$ cat src/rtl/regex_cpu_multi_op.sv
// regex_cpu_multi_op: single-thread regex execution unit running the full opcode set
// over a character window, emitting successor threads through an output FIFO.
module regex_cpu_multi_op #(
    parameter int PC_WIDTH              = 8,
    parameter int CHARACTER_WIDTH       = 8,
    parameter int CC_ID_BITS            = 2,
    parameter int MEMORY_WIDTH          = 16,
    parameter int MEMORY_ADDR_WIDTH     = 11,
    parameter int FIFO_WIDTH_POWER_OF_2 = 2
) (
    input  logic                                          clk,
    input  logic                                          rst,
    input  logic [(2**CC_ID_BITS)*CHARACTER_WIDTH-1:0]    current_characters,
    input  logic                                          input_pc_valid,
    input  logic [PC_WIDTH-1:0]                           input_pc,
    input  logic [CC_ID_BITS-1:0]                         input_cc_id,
    output logic                                          input_pc_ready,
    output logic                                          memory_valid,
    output logic [MEMORY_ADDR_WIDTH-1:0]                  memory_addr,
    input  logic                                          memory_ready,
    input  logic [MEMORY_WIDTH-1:0]                       memory_data,
    output logic                                          output_pc_valid,
    output logic [PC_WIDTH-1:0]                           output_pc,
    output logic [CC_ID_BITS-1:0]                         output_cc_id,
    input  logic                                          output_pc_ready,
    output logic                                          accepts,
    output logic [CC_ID_BITS-1:0]                         accepted_cc_id,
    output logic                                          running,
    output logic [2**CC_ID_BITS-1:0]                      elaborating_chars
);
    localparam int SLOTS = 2**CC_ID_BITS;
    localparam int DEPTH = 2**FIFO_WIDTH_POWER_OF_2;
    localparam int CNT_W = FIFO_WIDTH_POWER_OF_2 + 1;
    localparam logic [2:0] OP_ACCEPT         = 3'd0;
    localparam logic [2:0] OP_SPLIT          = 3'd1;
    localparam logic [2:0] OP_MATCH          = 3'd2;
    localparam logic [2:0] OP_JMP            = 3'd3;
    localparam logic [2:0] OP_END            = 3'd4;
    localparam logic [2:0] OP_MATCH_ANY      = 3'd5;
    localparam logic [2:0] OP_ACCEPT_PARTIAL = 3'd6;
    localparam logic [2:0] OP_NOT_MATCH      = 3'd7;

    typedef enum logic [1:0] {IDLE, FETCH, EXEC, EXEC2} state_t;
    state_t state, next;

    logic [PC_WIDTH-1:0]                pc, push_pc, t;
    logic [CC_ID_BITS-1:0]              cc, n, push_cc;
    logic [MEMORY_WIDTH-1:0]            instr;
    logic [CHARACTER_WIDTH-1:0]         c, ch;
    logic [2:0]                         op;
    logic                               push, pop, take;
    logic [PC_WIDTH-1:0]                fifo_pc [DEPTH];
    logic [CC_ID_BITS-1:0]              fifo_cc [DEPTH];
    logic [FIFO_WIDTH_POWER_OF_2-1:0]   wr, rd;
    logic [CNT_W-1:0]                   count;
    logic [CNT_W-1:0]                   slot_cnt [SLOTS];
    logic                               unused_instr;

    assign op              = instr[MEMORY_WIDTH-1 -: 3];
    assign t               = instr[PC_WIDTH-1:0];
    assign ch              = instr[CHARACTER_WIDTH-1:0];
    assign unused_instr    = ^instr;
    assign c               = current_characters[cc*CHARACTER_WIDTH +: CHARACTER_WIDTH];
    assign n               = cc + CC_ID_BITS'(1);
    // Two slots are reserved at acceptance so a SPLIT can never overflow the FIFO.
    assign input_pc_ready  = state == IDLE && count <= CNT_W'(DEPTH - 2);
    assign take            = input_pc_valid && input_pc_ready;
    assign memory_valid    = state == FETCH;
    assign memory_addr     = MEMORY_ADDR_WIDTH'(pc);
    assign output_pc_valid = count != '0;
    assign output_pc       = output_pc_valid ? fifo_pc[rd] : '0;
    assign output_cc_id    = output_pc_valid ? fifo_cc[rd] : '0;
    assign pop             = output_pc_valid && output_pc_ready;
    assign running         = state != IDLE || output_pc_valid;
    assign accepted_cc_id  = accepts ? cc : '0;

    always_comb begin
        next    = state;
        push    = 1'b0;
        push_pc = pc + PC_WIDTH'(1);
        push_cc = n;
        accepts = 1'b0;
        case (state)
            IDLE:  next = take ? FETCH : IDLE;
            FETCH: next = memory_ready ? EXEC : FETCH;
            EXEC: begin
                next = IDLE;
                case (op)
                    OP_MATCH:          push = c == ch;
                    OP_NOT_MATCH:      push = c != ch;
                    OP_MATCH_ANY:      push = 1'b1;
                    OP_JMP: begin
                        push    = 1'b1;
                        push_pc = t;
                        push_cc = cc;
                    end
                    OP_SPLIT: begin
                        push    = 1'b1;
                        push_cc = cc;
                        next    = EXEC2;
                    end
                    OP_ACCEPT:         accepts = c == '0;
                    OP_ACCEPT_PARTIAL: accepts = 1'b1;
                    default:           push = 1'b0;
                endcase
            end
            EXEC2: begin
                push    = 1'b1;
                push_pc = t;
                push_cc = cc;
                next    = IDLE;
            end
            default: next = IDLE;
        endcase
    end

    always_ff @(posedge clk or negedge rst) begin
        if (!rst) begin
            state <= IDLE;
            pc    <= '0;
            cc    <= '0;
            instr <= '0;
            wr    <= '0;
            rd    <= '0;
            count <= '0;
            for (int i = 0; i < SLOTS; i++) slot_cnt[i] <= '0;
        end else begin
            state <= next;
            if (take) begin
                pc <= input_pc;
                cc <= input_cc_id;
            end
            if (state == FETCH && memory_ready) instr <= memory_data;
            if (push) wr <= wr + 1'b1;
            if (pop) rd <= rd + 1'b1;
            count <= count + CNT_W'(push) - CNT_W'(pop);
            for (int i = 0; i < SLOTS; i++)
                slot_cnt[i] <= slot_cnt[i] + CNT_W'(push && push_cc == CC_ID_BITS'(i))
                                           - CNT_W'(pop && output_cc_id == CC_ID_BITS'(i));
        end
    end

    always_ff @(posedge clk) begin
        if (push) begin
            fifo_pc[wr] <= push_pc;
            fifo_cc[wr] <= push_cc;
        end
    end

    always_comb begin
        elaborating_chars = '0;
        for (int i = 0; i < SLOTS; i++)
            elaborating_chars[i] = slot_cnt[i] != '0 || (state != IDLE && cc == CC_ID_BITS'(i));
    end
endmodule
$ cat config.mk
export PLATFORM = sky130hd
export DESIGN_NAME = regex_cpu_multi_op
export DESIGN_NICKNAME = d
export VERILOG_FILES = /design/src/rtl/regex_cpu_multi_op.sv
export SDC_FILE = /design/constraint.sdc
export NUM_CORES = 1
export LEC_CHECK = 0
export ABC_AREA = 1
export BUFFER_PORTS_ARGS = -buffer_cell sky130_fd_sc_hd__buf_2
export CORE_UTILIZATION = 50
export CTS_CLUSTER_SIZE = 8
export DETAILED_ROUTE_END_ITERATION = 12
export PLACE_DENSITY = 0.81
export SETUP_SLACK_MARGIN = 0.2
export SYNTH_ARGS = -nofsm -noshare
export SYNTH_HDL_FRONTEND = slang
export SYNTH_SLANG_ARGS = --single-unit
export TNS_END_PERCENT = 30
$ cat constraint.sdc
create_clock -name clk -period 3.93 [get_ports clk]
set_input_delay 0.786 -clock clk [delete_from_list [all_inputs] [get_ports clk]]
set_output_delay 0.786 -clock clk [all_outputs]
set_load 0.03 [all_outputs]
==> qor.csv, run 1 <==
metric,value,unit
status,completed,
slew_viol_final,0,
cts_buffers,9,
ys_seq_elements,82,
final_cell_count_no_fill,678,
max_cap_violations,0,
wire_per_inst,14.2,um
tightest_slew,0.941,ns
initial_utilization,51.5,%
finalWeightedCongestion,0.946,
cp-start-kind,flip-flop,
crit_family,simple AND/OR/NAND/NOR gates,
nFillCells,734,
rows,34,
p_switching,2.04,mW
seq_area_frac_synth,50.2,%
yosysWarningCount,0,
io-pin-count,95,
synthCells,480,
clock_path_buffers,2,
fin_skew,0.0134,ns
seqPwrFrac,35.8,%
top_layer,met4,
holdBufCountCts,0,
die-area,9360,sq um
grt_overflow,0,
crit_required,4.21,ns
tritoncts,built,
ir_drop,446,uV
cts_resized,0,
cp_cell_sequence,inv_8 > nand2_1 > nand3_2 > nand3_1 > nand2_1 > nor3_1 > nand4_2 > nand2_4 > nand3_1 > ha_1 > inv_1 > ha_1 > fa_1 > xnor2_1 > xor2_1,
drive_above_1_share,24.7,%
htree_levels,3,
cts_setup_buffers,0,
p_per_area,832,nW/um^2
cts.sinks,82,
path_max_fanout,20,
max_freq,303,MHz
synth_cell_type_count,41,
grt_use_total,22.1,%
layout_setup_ws,0.630,ns
die_h,96.7,um
rsz0062_at_grt,no,
insertion_delay,0.35,ns
syn_to_final_growth,14.7,%
portBuffers,86,
postRouteAntennaNets,0,
p_comb_share,51.4,%
nNetsFinal,653,
reg2reg_from,cc[0],
wl_met1,4140,um
grt_max_degree,43,
antenna_found_initial,0,
via_count,3521,
p_int,2.25,mW
worst-path-buf-inv,2,
grt_pass1_vias,3641,
drt_pass1_iterations,4,
syn_area_per_cell,9.35,sq um
drc,0,
n_antenna_cell,0,
grt_pass1_wl,16700,um
layout_min_cycle_time,3.30,ns
netSwitchingFraction,47.6,%
syn-cell-area,4490,sq um
leakage,2.41,nW
cp-startpoint,cc[0],
worst_hold_startpoint,slot_cnt[11],
viasPerCell,5.19,
placed_cells,662,
fin_tns_setup,0,ns
pre_cts_ws,0.637,ns
hpwl,7510,um
worstHoldPathType,reg -> reg,
pwr-share-clk,12.8,%
core_area,8720,sq um
die_w,96.7,um
whs,0.485,ns
setup.worst_path.end_class,flip-flop,
regArea,2250,sq um
multi_input_area,1910,sq um
clk_pin_slew,0.08,ns
max_stage_delay,0.76,ns
met3RoutedLength,346,um
cts_root_buf,clkbuf_8,
routed-wl-met2,5050,um
routed_wl,9630,um
critPathKind,reg -> reg,
finalHoldViolCount,0,
crit_arrival,3.58,ns
fin_crit_sh,84.0,%
setup_viol,0,
slew_headroom,37.2,%
slowest_stage,dfrtp_1,
drtIter0Drc,238,
## path summary, 6_finish.rpt
check                               endpoint  depth (start not counted)  slack [ns]
worst max register to register  slot_cnt[11]                         15        0.63
min in group asynchronous        slot_cnt[2]                          1        0.57
worst min-delay path            slot_cnt[11]                          1        0.49
worst min register to register  slot_cnt[11]                          1        0.49
worst max-delay path            slot_cnt[11]                         15        0.63
max in group asynchronous              pc[7]                          1        2.77
## cell usage after synthesis (all sizes together)
cell type / instances / share of area, %
nand2: 81 / 7.4
nor2: 72 / 6.1
inv: 50 / 4.3
dfrtp: 42 / 23
nand3: 42 / 5.5
edfxtp: 40 / 27
o21ai: 27 / 3.0
a21oi: 26 / 2.9
ha: 20 / 5.6
buf: 11 / 2.3
nor3: 11 / 1.3
clkbuf: 10 / 0.84
mux2: 9 / 2.3
xor2: 8 / 1.6
nand4: 7 / 1.1
xnor2: 7 / 1.4
fa: 5 / 2.2
o21a: 2 / 0.33
or2: 2 / 0.28
a21o: 1 / 0.17
a32o: 1 / 0.22
conb: 1 / 0.084
nand3b: 1 / 0.17
nor4: 1 / 0.14
o211ai: 1 / 0.17
o22ai: 1 / 0.14
o311ai: 1 / 0.20
## layer usage
metal	GRT usage [%]	vias to the layer above
li1	-	1752
met1	27.5	1670
met2	39.6	90
met3	2.75	9
met4	7.35	0
met5	0	-
## power groups by stage
stage                     Sequential (mW)  Combinational [mW]  Clock [mW]
after floorplan                      1.51                1.68           0
after detailed placement             1.55                2.22           0
final                                1.53                2.20       0.549
after global placement               1.53                2.11           0
after global routing                 1.57                2.48       0.594
after CTS                            1.53                2.22       0.561
## area by class of cell
type,instances,area share [%]
sequential,82,43.7
clock inverter,6,0.996
clock buffer,10,2.48
inverter,50,3.79
multi-input combinational,329,37.0
tap,108,2.62
timing repair buffer,93,9.38
## cell families after synthesis
kind of cell / Yosys count / share of synthesized area (%)
DFF: 82 / 50.2
buffers and inverters: 71 / 7.53
and+or+nand+nor: 217 / 22.1
xor gates and xnor gates: 15 / 2.93
muxes: 9 / 2.26
adders and majority gates: 25 / 7.81
other: 1 / 0.0836
AOI/OAI and AO/OA: 60 / 7.14
## per-stage QoR
step	util [%]	cell area [sq um]	power, mW
global placement	57.0	4970	3.64
finish	59.1	5150	4.28
global route	59.1	5150	4.64
detailed placement	57.0	4970	3.76
CTS	59.1	5150	4.31
floorplan	-	4500	3.19
## state kept, by name, summed over array words and instances (netlist names)
signal,flops
wr,2
slot_cnt,12
count,3
state,2
pc,8
fifo_pc,32
cc,2
instr,11
rd,2
fifo_cc,8
## cells in the final DEF, fill, tap and decap left out, drive strengths merged
cell type / n
ha: 20
nor2: 72
o22ai: 1
inv: 52
conb: 3
or2: 2
fa: 5
xor2: 8
o311ai: 1
a32o: 1
mux2: 9
nor4: 1
buf: 93
a21oi: 26
a21o: 1
dfrtp: 42
clkinv: 1
nand3b: 1
o21a: 2
clkinvlp: 3
clkbuf: 10
nor3: 11
nand2: 81
o21ai: 27
o211ai: 1
xnor2: 7
nand3: 42
nand4: 7
edfxtp: 40
Note: power is estimated with default switching activity, not from simulation.
==> run 2: changes to the inputs <==
clock period = 3.26 ns   (was 3.93 ns; I/O delays follow)
==> qor.csv, run 2 (synthesis gave the netlist of run 1 again) <==
metric,value,unit,change
status,completed,,unchanged
grt_max_degree,43,,unchanged
antenna_found_initial,0,,unchanged
die_w,96.7,um,unchanged
cp-startpoint,cc[0],,unchanged
critPathKind,reg -> reg,,unchanged
fin_tns_setup,0,ns,unchanged
timing.critical_path.mode_cell,nand2_1,,
r2r_slack,0.18,ns,was 0.63 ns
finalWeightedCongestion,0.942,,was 0.946
p_per_area,1030,nW/um^2,was 832 nW/um^2
cp_cell_sequence,buf_12 > inv_16 > nand2_1 > nand3_1 > nand2_1 > nand2_1 > nand4_1 > nor3_2 > nand4_2 > nand2_4 > nand3_2 > ha_4 > inv_1 > ha_2 > fa_2 > xnor2_2 > xor2_1,,was inv_8 > nand2_1 > nand3_2 > nand3_1 > nand2_1 > nor3_1 > nand4_2 > nand2_4 > nand3_1 > ha_1 > inv_1 > ha_1 > fa_1 > xnor2_1 > xor2_1
met3RoutedLength,526,um,was 346 um
p_int,2.96,mW,was 2.25 mW
dpl_cell_area,5020,sq um,was 4970 sq um
core_area,8720,sq um,unchanged
cts_root_buf,clkbuf_8,,unchanged
ir_drop,496,uV,was 446 uV
crit_required,3.51,ns,was 4.21 ns
wire_per_inst,15.0,um,was 14.2 um
rsz0062_at_grt,yes,,was no
wl_met1,4270,um,was 4140 um
pre_cts_ws,0.144,ns,was 0.637 ns
worstHoldPathType,in -> async,,was reg -> reg
n_antenna_cell,0,,unchanged
max_flop_register,fifo_pc,,unchanged
die-area,9360,sq um,unchanged
nNetsFinal,665,,was 653
p_switching,2.64,mW,was 2.04 mW
drc,0,,unchanged
layout_min_cycle_time,3.08,ns,was 3.30 ns
setup_viol,0,,unchanged
tritoncts,built,,unchanged
insertion_delay,0.36,ns,was 0.35 ns
die_h,96.7,um,unchanged
layout_setup_ws,0.182,ns,was 0.630 ns
clk_pin_slew,0.09,ns,was 0.08 ns
path_max_fanout,20,,unchanged
finalHoldViolCount,0,,unchanged
htree_levels,3,,unchanged
routed_wl,10400,um,was 9630 um
final_cell_count_no_fill,690,,was 678
max_freq,325,MHz,was 303 MHz
fin_crit_sh,94.4,%,was 84.0%
reg2reg_from,cc[0],,unchanged
setup.worst_path.end_class,flip-flop,,unchanged
top_regs,"fifo_pc (32), slot_cnt (12), instr (11)",,unchanged
rows,34,,unchanged
largest_reg_flops,32,,unchanged
max_cap_violations,0,,unchanged
routed-wl-met2,5160,um,was 5050 um
slowest_stage,dfrtp_2,,was dfrtp_1
pwr-share-clk,13.7,%,was 12.8%
postRouteAntennaNets,0,,unchanged
seqPwrFrac,32.7,%,was 35.8%
clock_path_buffers,2,,unchanged
cts_buffers,9,,unchanged
grt_overflow,0,,unchanged
mostFrequentLayoutCell,buf_2,,unchanged
grt_pass1_vias,3560,,was 3641
drtIter0Drc,189,,was 238
final_cell_mix,"buf_2, nor2_1, nand2_1, inv_1, dfrtp_1",,"was buf_2, nand2_1, nor2_1, inv_1, dfrtp_1"
drt_pass1_iterations,5,,was 4
tightest_slew,0.973,ns,was 0.941 ns
io-pin-count,95,,unchanged
leakage,2.54,nW,was 2.41 nW
drive_above_1_share,30.1,%,was 24.7%
slew_headroom,35.2,%,was 37.2%
cts.sinks,82,,unchanged
slew_viol_final,0,,unchanged
fin_skew,0.0109,ns,was 0.0134 ns
via_count,3697,,was 3521
initial_utilization,51.5,%,unchanged
hpwl,7570,um,was 7510 um
viasPerCell,5.36,,was 5.19
final_util,62.1,%,was 59.1%
placed_cells,667,,was 662
grt_pass1_wl,16400,um,was 16700 um
netSwitchingFraction,47.1,%,was 47.6%
portBuffers,86,,unchanged
grt_use_total,22.1,%,about the same
crit_family,simple AND/OR/NAND/NOR gates,,unchanged
crit_arrival,3.33,ns,was 3.58 ns
p_comb_share,53.6,%,was 51.4%
worst-path-buf-inv,3,,was 2
fin_area,5420,sq um,was 5150 sq um
top_layer,met4,,unchanged
max_stage_delay,0.49,ns,was 0.76 ns
cp-start-kind,flip-flop,,unchanged
syn_to_final_growth,20.7,%,was 14.7%
==> run 2: per-stage QoR <==
| step | power (mW) | hold WS, ns |
|---|---|---|
| 2_1_floorplan | 3.85 | 0.356 |
| 3_3_place_gp | 4.42 | 0.457 |
| 3_5_place_dp | 4.58 | 0.474 |
| 4_1_cts | 5.37 | 0.461 |
| 5_1_grt | 5.99 | 0.495 |
| 6_report | 5.60 | 0.434 |
==> run 2: timing repair <==
| item | CTS | global route |
|---|---|---|
| gates resized for setup | 1 | 25 |
| pin swaps | 0 | 18 |
| cloned | 0 | 2 |
| setup endpoints to repair | 2 | 3 |
| hold buffers | 0 | 0 |
| setup buffers | 2 | 3 |
==> run 2: cell type report <==
type                    instances  area [sq um]
clock buffers                   9           124
clock inverters                 7          80.1
fillers                       696          3300
inverters                      50           204
multi-input cells             329          2000
flip-flops and latches         82          2250
well taps                     108           135
repair buffers                105           621
==> run 2: power groups by stage <==
stage | combinational, mW | clock (mW) | sequential (mW)
after floorplan | 2.03 | 0 | 1.82
after global placement | 2.61 | 0 | 1.81
after detailed placement | 2.75 | 0 | 1.83
after CTS | 2.79 | 0.773 | 1.81
after global routing | 3.30 | 0.823 | 1.87
final | 3.00 | 0.769 | 1.83
==> run 2: worst paths after layout <==
kind	to	cells past startpoint
max in group asynchronous	cc[0]	1
worst min register to register	slot_cnt[11]	1
worst min-delay path	slot_cnt[2]	1
min in group clk	slot_cnt[11]	1
worst max-delay path	slot_cnt[8]	17
worst max register to register	slot_cnt[8]	17
==> run 2: per-layer routing <==
layer / GRT usage (%) / vias up
met5: 0 / -
met4: 10.3 / 0
met3: 3.18 / 37
met2: 38.4 / 152
met1: 27.2 / 1734
li1: - / 1774
==> run 3: changes to the inputs <==
CORE_UTILIZATION = 55   (was 50)
PLACE_DENSITY = 0.87   (was 0.81)
==> qor.csv, run 3 (synthesis gave the netlist of run 1 again) <==
metric,value,unit,change
rows,32,,was 34
insertion_delay,0.38,ns,was 0.36 ns
status,completed,,unchanged
fin_crit_sh,94.6,%,was 94.4%
portBuffers,86,,unchanged
n_antenna_cell,0,,unchanged
cts_root_buf,clkbuf_8,,unchanged
drtIter0Drc,262,,was 189
final_util,72.1,%,was 62.1%
via_count,3755,,was 3697
grt_max_degree,43,,unchanged
netSwitchingFraction,46.9,%,was 47.1%
hpwl,7550,um,was 7570 um
fin_skew,0.0103,ns,was 0.0109 ns
whs,0.410,ns,was 0.434 ns
ir_drop,562,uV,was 496 uV
p_per_area,1040,nW/um^2,was 1030 nW/um^2
die_h,92.3,um,was 96.7 um
tightest_slew,0.946,ns,was 0.973 ns
placed_cells,659,,was 667
seqPwrFrac,30.8,%,was 32.7%
max_flop_register,fifo_pc,,unchanged
layout_setup_ws,0.177,ns,was 0.182 ns
crit_required,3.53,ns,was 3.51 ns
postRouteAntennaNets,0,,unchanged
crit_arrival,3.35,ns,was 3.33 ns
io-pin-count,95,,unchanged
critPathKind,reg -> reg,,unchanged
clk_pin_slew,0.09,ns,about the same
htree_levels,3,,unchanged
max_freq,324,MHz,was 325 MHz
p_int,3.12,mW,was 2.96 mW
p_switching,2.76,mW,was 2.64 mW
top_regs,"fifo_pc (32), slot_cnt (12), instr (11)",,unchanged
initial_utilization,57.5,%,was 51.5%
nNetsFinal,672,,was 665
setup.worst_path.end_class,flip-flop,,unchanged
grt_overflow,0,,unchanged
wire_per_inst,16.0,um,was 15.0 um
die-area,8530,sq um,was 9360 sq um
cts.sinks,82,,unchanged
core_area,7810,sq um,was 8720 sq um
grt_pass1_vias,3545,,was 3560
syn_to_final_growth,25.5,%,was 20.7%
worstHoldPathType,in -> async,,unchanged
finalHoldViolCount,0,,unchanged
pre_cts_ws,0.0884,ns,was 0.144 ns
clock_path_buffers,2,,unchanged
cts_buffers,9,,unchanged
drive_above_1_share,36.2,%,was 30.1%
mostFrequentLayoutCell,buf_2,,unchanged
routed_wl,11100,um,was 10400 um
drt_pass1_iterations,6,,was 5
layout_min_cycle_time,3.08,ns,about the same
setup_viol,0,,unchanged
pwr-share-clk,14.1,%,was 13.7%
viasPerCell,5.43,,was 5.36
leakage,2.62,nW,was 2.54 nW
finalWeightedCongestion,0.929,,was 0.942
fin_tns_setup,0,ns,unchanged
slew_headroom,36.9,%,was 35.2%
p_comb_share,55.1,%,was 53.6%
antenna_found_initial,0,,unchanged
tritoncts,built,,unchanged
cp-start-kind,flip-flop,,unchanged
max_cap_violations,0,,unchanged
die_w,92.3,um,was 96.7 um
grt_pass1_wl,16600,um,was 16400 um
final_cell_mix,"buf_2, nor2_1, nand2_1, inv_1, dfrtp_1",,unchanged
slew_viol_final,0,,unchanged
path_max_fanout,7,,was 20
rsz0062_at_grt,yes,,unchanged
largest_reg_flops,32,,unchanged
grt_use_total,25.8,%,was 22.1%
drc,0,,unchanged
final_cell_count_no_fill,691,,was 690
[run 3: cell types whose count changed in the layout (fill, tap and decap cells not counted), sizes merged]
cell and change:
clkinv +2, buf +5, clkbuf +1, inv -1
[run 3: final cells by class]
class | count | area (sq um)
Multi-Input combinational cell | 329 | 2110
Inverter | 50 | 214
Timing Repair inverter | 2 | 27.5
Clock inverter | 6 | 76.3
Tap cell | 102 | 128
Timing Repair Buffer | 110 | 674
Fill cell | 552 | 2180
Clock buffer | 10 | 149
Sequential cell | 82 | 2250
[run 3: timing repair]
action / 4_1_cts / 5_1_grt
setup endpoints to repair: 2 / 6
resized for setup: 2 / 59
cloned: 0 / 4
buffers inserted: 2 / 10
pin swaps: 1 / 29
hold buffers: 0 / 0
[run 3: path summary, 6_finish.rpt]
check	start	endpoint	slack, ns	depth (start not counted)
max	cc[0]	slot_cnt[4]	0.18	18
min reg2reg	slot_cnt[11]	slot_cnt[11]	0.48	1
min	rst	slot_cnt[7]	0.41	1
min in group clk	slot_cnt[11]	slot_cnt[11]	0.48	1
max in group asynchronous	rst	cc[0]	2.19	1
max reg2reg	cc[0]	slot_cnt[4]	0.18	18
[run 3: per-layer routing]
metal / GRT usage (%) / up-vias / wire length [um]
li1: - / 1788 / -
met4: 11.2 / 0 / 413
met2: 45.2 / 162 / 5870
met5: 0 / - / 0
met3: 5.42 / 32 / 578
met1: 30.6 / 1773 / 4230
[run 3: worst max-delay path, cell delays in order, from the launching register on]
cell     delay, ns
dfrtp_2       0.49
buf_12        0.19
inv_8         0.07
nand2_2       0.06
nand3_4       0.07
nand2_2       0.07
nand2_2       0.07
nand4_1       0.11
nor3_2        0.22
nand4_2       0.18
nand2_4       0.17
buf_6         0.10
nand3_2       0.05
ha_1          0.30
inv_1         0.07
ha_2          0.16
inv_2         0.04
fa_2          0.52
inv_1         0.04
[run 3: through the flow]
| stage | power, mW | instance area [sq um] |
|---|---|---|
| floorplan | 3.85 | 4500 |
| global placement | 4.42 | 5000 |
| detailed placement | 4.59 | 5000 |
| CTS | 5.44 | 5250 |
| global route | 6.26 | 5630 |
| finish | 5.88 | 5630 |
[run 3: power groups by stage]
stage	combinational (mW)	sequential [mW]	clock, mW
after floorplan	2.03	1.82	0
after global placement	2.63	1.78	0
after detailed placement	2.79	1.80	0
after CTS	2.81	1.79	0.835
after global routing	3.55	1.85	0.873
final	3.24	1.81	0.827
